`src/rtl/bfu_pkg.sv`:
```
// Shared types and constants for the bytecode fetch unit.
package bfu_pkg;

   typedef enum logic {
      C_IDLE,
      C_WAIT
   } cons_state_e;

   typedef enum logic {
      F_IDLE,
      F_WAIT
   } fetch_state_e;

   localparam logic [7:0] BYTE_NOP = 8'h00;

   localparam int unsigned ADDRESS_WIDTH   = 10;
   localparam int unsigned WORD_ADDR_WIDTH = ADDRESS_WIDTH - 2;

   // Word address width for an arbitrary byte address width.
   function automatic int unsigned word_addr_w(input int unsigned aw);
      return aw - 2;
   endfunction

endpackage

```
`src/rtl/bfu_word_fifo.sv`:
```
// Synchronous word queue; flush beats push and pop, push and pop may coincide.
module bfu_word_fifo #(
   parameter int unsigned Depth = 2,
   parameter int unsigned Width = 32
) (
   input  logic                     clk,
   input  logic                     rst,
   input  logic                     push,
   input  logic                     pop,
   input  logic                     flush,
   input  logic [Width-1:0]         wdata,
   output logic [Width-1:0]         rdata,
   output logic                     full,
   output logic                     empty,
   output logic [$clog2(Depth):0]   count
);

   localparam int unsigned PtrW = $clog2(Depth);
   localparam int unsigned CntW = PtrW + 1;

   logic [Width-1:0] mem_q [Depth];
   logic [PtrW-1:0]  wr_q, wr_d;
   logic [PtrW-1:0]  rd_q, rd_d;
   logic [CntW-1:0]  cnt_q, cnt_d;
   logic             do_push, do_pop;

   assign full    = (cnt_q == CntW'(Depth));
   assign empty   = (cnt_q == '0);
   assign count   = cnt_q;
   assign rdata   = mem_q[rd_q];
   assign do_push = push && (!full || pop);
   assign do_pop  = pop && !empty;

   always_comb begin
      wr_d  = wr_q;
      rd_d  = rd_q;
      cnt_d = cnt_q;
      if (flush) begin
         wr_d  = '0;
         rd_d  = '0;
         cnt_d = '0;
      end else begin
         if (do_push) wr_d = wr_q + PtrW'(1);
         if (do_pop)  rd_d = rd_q + PtrW'(1);
         cnt_d = cnt_q + CntW'(do_push) - CntW'(do_pop);
      end
   end

   always_ff @(posedge clk) begin
      if (rst) begin
         wr_q  <= '0;
         rd_q  <= '0;
         cnt_q <= '0;
      end else begin
         wr_q  <= wr_d;
         rd_q  <= rd_d;
         cnt_q <= cnt_d;
      end
   end

   always_ff @(posedge clk) begin
      if (!rst && !flush && do_push) mem_q[wr_q] <= wdata;
   end

endmodule

```
`src/rtl/bytecode_fetch_unit.sv`:
```
// Streams bytecode bytes one per start/ready handshake from a word-wide ROM,
// prefetching words into a small queue; supports PC reload/flush and end of code.
module bytecode_fetch_unit
   import bfu_pkg::*;
#(
   parameter int unsigned RAM_SIZE        = 1024,
   parameter int unsigned ADDRESS_WIDTH   = 10,
   parameter int unsigned WORD_FIFO_DEPTH = 2
) (
   input  logic                                    clk,
   input  logic                                    rst,
   input  logic                                    pc_reset,
   input  logic [ADDRESS_WIDTH-1:0]                pc_load_addr,
   input  logic                                    start,
   output logic [7:0]                              next_byte,
   output logic                                    ready,
   output logic [ADDRESS_WIDTH-1:0]                byte_pc,
   output logic                                    end_of_code,
   output logic                                    busy,
   output logic [word_addr_w(ADDRESS_WIDTH)-1:0]   mem_addr,
   output logic                                    mem_rd,
   input  logic [31:0]                             mem_rdata
);

   localparam int unsigned PcW  = ADDRESS_WIDTH + 1;
   localparam int unsigned CntW = $clog2(WORD_FIFO_DEPTH) + 1;
   localparam int unsigned OccW = CntW + 1;
   localparam logic [PcW-1:0] RamEnd = PcW'(RAM_SIZE);

   cons_state_e      cstate_q, cstate_d;
   fetch_state_e     fstate_q, fstate_d;
   logic [PcW-1:0]   fetch_pc_q, fetch_pc_d;
   logic [PcW-1:0]   deliv_pc_q, deliv_pc_d;
   logic             drop_q, drop_d;

   logic             push, pop, full, empty;
   logic [CntW-1:0]  count;
   logic [31:0]      head_word;
   logic [7:0]       head_byte;
   logic [OccW-1:0]  occ;
   logic             slot_free, at_end, fetch_done;

   bfu_word_fifo #(
      .Depth (WORD_FIFO_DEPTH),
      .Width (32)
   ) u_fifo (
      .clk   (clk),
      .rst   (rst),
      .push  (push),
      .pop   (pop),
      .flush (pc_reset),
      .wdata (mem_rdata),
      .rdata (head_word),
      .full  (full),
      .empty (empty),
      .count (count)
   );

   // Occupancy including the read currently returning from the ROM.
   assign occ        = OccW'(count) + OccW'(fstate_q == F_WAIT);
   assign slot_free  = !full && (occ < OccW'(WORD_FIFO_DEPTH));
   assign at_end     = (deliv_pc_q == RamEnd);
   assign fetch_done = (fetch_pc_q >= RamEnd);

   assign end_of_code = at_end && !rst;
   assign busy        = (cstate_q == C_WAIT) && !rst;

   // Big-endian byte select within the head word.
   always_comb begin
      head_byte = head_word[31:24];
      unique case (deliv_pc_q[1:0])
         2'd0: head_byte = head_word[31:24];
         2'd1: head_byte = head_word[23:16];
         2'd2: head_byte = head_word[15:8];
         2'd3: head_byte = head_word[7:0];
         default: head_byte = head_word[31:24];
      endcase
   end

   // Consumer side: one outstanding request, delivered from the queue head.
   always_comb begin
      cstate_d   = cstate_q;
      deliv_pc_d = deliv_pc_q;
      ready      = 1'b0;
      next_byte  = BYTE_NOP;
      byte_pc    = '0;
      pop        = 1'b0;
      if (!rst) begin
         if (pc_reset) begin
            cstate_d   = C_IDLE;
            deliv_pc_d = {1'b0, pc_load_addr};
         end else begin
            unique case (cstate_q)
               C_IDLE: if (start) cstate_d = C_WAIT;
               C_WAIT: begin
                  if (at_end) begin
                     ready    = 1'b1;
                     byte_pc  = ADDRESS_WIDTH'(RAM_SIZE - 1);
                     cstate_d = C_IDLE;
                  end else if (!empty) begin
                     ready      = 1'b1;
                     next_byte  = head_byte;
                     byte_pc    = deliv_pc_q[ADDRESS_WIDTH-1:0];
                     deliv_pc_d = deliv_pc_q + PcW'(1);
                     pop        = (deliv_pc_q[1:0] == 2'd3);
                     cstate_d   = C_IDLE;
                  end
               end
               default: cstate_d = C_IDLE;
            endcase
         end
      end
   end

   // Fetch side: at most one ROM read in flight; a read issued during pc_reset is dropped.
   always_comb begin
      fstate_d   = fstate_q;
      fetch_pc_d = fetch_pc_q;
      drop_d     = 1'b0;
      mem_rd     = 1'b0;
      mem_addr   = '0;
      push       = 1'b0;
      if (!rst) begin
         unique case (fstate_q)
            F_IDLE: begin
               if (slot_free && !fetch_done) begin
                  mem_rd   = 1'b1;
                  mem_addr = fetch_pc_q[ADDRESS_WIDTH-1:2];
                  fstate_d = F_WAIT;
                  drop_d   = pc_reset;
               end
            end
            F_WAIT: begin
               if (!drop_q && !pc_reset) begin
                  push       = 1'b1;
                  fetch_pc_d = fetch_pc_q + PcW'(4);
               end
               fstate_d = F_IDLE;
            end
            default: fstate_d = F_IDLE;
         endcase
         if (pc_reset) fetch_pc_d = {1'b0, pc_load_addr[ADDRESS_WIDTH-1:2], 2'b00};
      end
   end

   always_ff @(posedge clk) begin
      if (rst) begin
         cstate_q   <= C_IDLE;
         fstate_q   <= F_IDLE;
         fetch_pc_q <= '0;
         deliv_pc_q <= '0;
         drop_q     <= 1'b0;
      end else begin
         cstate_q   <= cstate_d;
         fstate_q   <= fstate_d;
         fetch_pc_q <= fetch_pc_d;
         deliv_pc_q <= deliv_pc_d;
         drop_q     <= drop_d;
      end
   end

endmodule

```
`config.mk`:
```
export PLATFORM = sky130hd
export DESIGN_NAME = bytecode_fetch_unit
export DESIGN_NICKNAME = d
export VERILOG_FILES = /design/src/rtl/bfu_pkg.sv /design/src/rtl/bfu_word_fifo.sv /design/src/rtl/bytecode_fetch_unit.sv
export SDC_FILE = /design/constraint.sdc
export NUM_CORES = 1
export LEC_CHECK = 0
export ABC_CLOCK_PERIOD_IN_PS = 6200
export BUFFER_PORTS_ARGS = -buffer_cell sky130_fd_sc_hd__buf_2
export CAP_MARGIN = 15
export CORE_UTILIZATION = 50
export CTS_CLUSTER_SIZE = 20
export DETAILED_ROUTE_END_ITERATION = 7
export PLACE_DENSITY = 0.73
export SLEW_MARGIN = 20
export SYNTH_ARGS = -nofsm -noshare
export SYNTH_HDL_FRONTEND = slang
export SYNTH_SLANG_ARGS = --single-unit
```
`constraint.sdc`:
```
create_clock -name clk -period 6.2 [get_ports clk]
set_clock_uncertainty 0.1 [all_clocks]
set_input_delay 0.31 -clock clk [delete_from_list [all_inputs] [get_ports clk]]
set_output_delay 0.31 -clock clk [all_outputs]
set_load 0.1 [all_outputs]
```
==> flow_summary.json <==
{
  "wirelength_um": 8370,
  "yosysSeqAreaShare_pct": 61.1,
  "place_congestion": 0.870,
  "htreeDepth": 3,
  "slew_viol_final": 0,
  "min_period_ns": 3.45,
  "die_y_um": 92.2,
  "drtIter0Drc": 364,
  "critical_path_class": "flip-flop to flip-flop",
  "clk_pin_slew_worst_paths_ns": 0.11,
  "dpl_cell_area_um2": 4510,
  "placed_cells": 488,
  "hold_violations": 0,
  "antenna_left": 0,
  "drc_errors": 0,
  "vdd_ir_drop_max_mv": 0.197,
  "tns_ns": 0,
  "die_w_um": 92.2,
  "dieArea_um2": 8500,
  "nNetsFinal": 449,
  "post-dp-hpwl_um": 5730,
  "numCtsBuffers": 9,
  "finalInstanceArea_um2": 4730,
  "routedWlPerCell_um": 16.6,
  "clock_sinks": 92,
  "core_region_area_um2": 7810,
  "grt_pass1_vias": 2728,
  "max_slew.worst_pin.slew_ns": 0.816,
  "crit_fanout": 15,
  "synth_cell_types": 42,
  "period_share_pct": 55.6,
  "drt_pass1_iterations": 6,
  "netlist_instances": 328,
  "critPathLaunchType": "flip-flop",
  "fin_cells": 504,
  "clock-root-buffer": "clkbuf_8",
  "synth_warnings": 0,
  "maxCapViolCount": 0,
  "clock_latency_ns": 0.37,
  "start_util_pct": 52.1,
  "r2r_cells": 11,
  "cts_tree": "yes",
  "cts_resized": 0,
  "netlist_area_um2": 4070,
  "io_pins": 76,
  "outcome": "completed",
  "via_per_inst": 5.83,
  "avgSynthCellArea_um2": 12.4,
  "slew_headroom_pct": 45.6,
  "cts_buffer_depth": 2,
  "fin_util_pct": 60.5,
  "track_usage_pct": 20.7,
  "leakage_nw": 1.72,
  "rsz0062_at_grt": "false",
  "via_count": 2936,
  "arrival_ns": 3.65,
  "postCtsHoldBufs": 0,
  "cts_setup_buffers": 0,
  "syn_nets": 380,
  "worstHoldPathCells": 1,
  "diodes": 0,
  "ys_ff_latch": 92,
  "setup_viol": 0,
  "grt_first_pass_wirelength_um": 13400,
  "portBuffers": 75,
  "worstHoldPathType": "primary input to flip-flop",
  "drive_gt1_share_pct": 27.1,
  "powerDensity_nw_per_um2": 257,
  "cp_data_required_time_ns": 6.41,
  "overflow": 0,
  "grt_max_degree": 33,
  "rows": 32,
  "end_kind": "flip-flop",
  "syn2layout_area_growth_pct": 16.3,
  "max_freq_mhz": 290,
  "antenna_found_initial": 0
}
[critical path, cell delays in order, from the launching register on]
cell and delay (ns):
dfxtp_1 0.37, inv_1 0.10, ha_1 0.43, nand2_1 0.19, or3_1 0.65, nand3_1 0.22
nor2_1 0.07, ha_1 0.32, nor3b_1 0.35, mux2i_1 0.16, a41oi_2 0.21, mux2i_1 0.22
[routing by layer]
metal	share of wire, %	track usage (%)
met1	43	28.8
met2	49	32.5
met3	6.1	3.65
met4	1.8	8.07
met5	0	0
[cell type report]
class | count | area, µm²
Fill cell | 638 | 3080
Sequential cell | 92 | 2480
Multi-Input combinational cell | 194 | 1430
Timing Repair Buffer | 77 | 390
Tap cell | 102 | 128
Clock buffer | 9 | 124
Inverter | 23 | 86.3
Clock inverter | 7 | 83.8
[registers in the layout, summed over array words and instances, names as in the netlist, named ones only]
signal and flops:
drop_q 1, u_fifo.count 2, u_fifo.mem_q 64, fstate_q 1, u_fifo.wr_q 1, deliv_pc_q 11
cstate_q 1, u_fifo.rd_q 1, fetch_pc_q 9
[power by group]
part	leakage (nW)	internal (mW)	total (mW)	switching (mW)
clock network	0.106	0.165	0.410	0.246
registers	0.810	0.672	0.688	0.0160
logic	0.806	0.0441	0.115	0.0711
[placed cells by master (no fill, tap or decap), types with 2 or more instances in the layout]
cell	count
buf_2	75
edfxtp_1	64
dfxtp_1	28
nand2_1	23
inv_1	22
nor2_1	19
a21oi_1	18
a222oi_1	16
and2_1	11
a21boi_0	10
xnor2_1	9
clkbuf_8	9
mux4_2	8
or3_1	7
o21a_1	7
nor3_1	7
o21ai_0	7
xor2_1	6
ha_1	6
nand3_1	5
nor4_2	4
mux2i_1	4
nand4_1	4
a211oi_1	3
nor4_1	3
inv_8	3
or4_4	2
nand2b_1	2
nor2b_1	2
buf_4	2
[cells by family (layout without fill, tap and decap cells)]
family                     after synthesis  count (layout)  synth area share (%)
buffers and inverters                   42             116                  4.15
xor gates and xnor gates                15              15                  3.23
adders and majority gates                6               6                  1.85
muxes                                   12              12                  5.42
and+or+nand+nor                         93              93                  11.9
AOI/OAI and AO/OA                       68              68                  12.4
DFF                                     92              92                  61.1
[worst paths after layout]
kind | start | endpoint | slack [ns]
max | deliv_pc_q[0]$_SDFFE_PP0P_ | u_fifo.count[1]$_SDFF_PP0_ | 2.75
min | mem_rdata[28] | u_fifo.mem_q[0][28]$_DFFE_PP_ | 0.02
max reg2reg | deliv_pc_q[0]$_SDFFE_PP0P_ | u_fifo.count[1]$_SDFF_PP0_ | 2.75
min reg2reg | fetch_pc_q[10]$_SDFFE_PP0P_ | fstate_q$_SDFF_PP0_ | 0.42
[Yosys cell counts]
library cell  number  area [µm²]
nand4_1            4        25.0
xor2_1             6        52.6
buf_1              1        3.75
or2_2              1        6.26
o2111a_1           1        11.3
o21ai_0            7        35.0
clkbuf_1          14        52.6
mux2i_1            4        40.0
a211o_1            1        8.76
a31oi_1            1        6.26
a21boi_0          10        75.1
ha_1               6        75.1
or4_4              2        22.5
or3_1              7        43.8
o21a_1             7        52.6
mux4_2             8         180
buf_2              3        15.0
nor3_1             7        35.0
inv_1             22        82.6
edfxtp_1          64        1920
a211oi_1           3        22.5
nor4_1             6        37.5
clkinv_1           1        3.75
nor2b_1            2        12.5
xnor2_1            9        78.8
a41oi_2            1        16.3
a222oi_1          16         160
nand2_1           23        86.3
buf_6              1        11.3
dfxtp_1           28         561
nand4b_1           1        8.76
nor2_1            19        71.3
a21oi_1           18        90.1
nor3b_1            1        7.51
and4_1             1        8.76
and2_1            11        68.8
a311oi_1           1        8.76
nand2b_1           2        12.5
o211ai_1           1        7.51
o31a_1             1        8.76
nand3_1            5        25.0
nor4_2             1        12.5
[stage by stage]
stage	setup WS [ns]	total power [mW]	hold slack [ns]
after floorplan	1.04	0.780	0.309
after global placement	2.95	0.813	0.364
after detailed placement	2.76	0.817	0.377
after CTS	2.72	1.22	0.00527
after global routing	2.51	1.26	0.00394
final	2.75	1.21	0.0176
(Power assumes the default switching activity.)
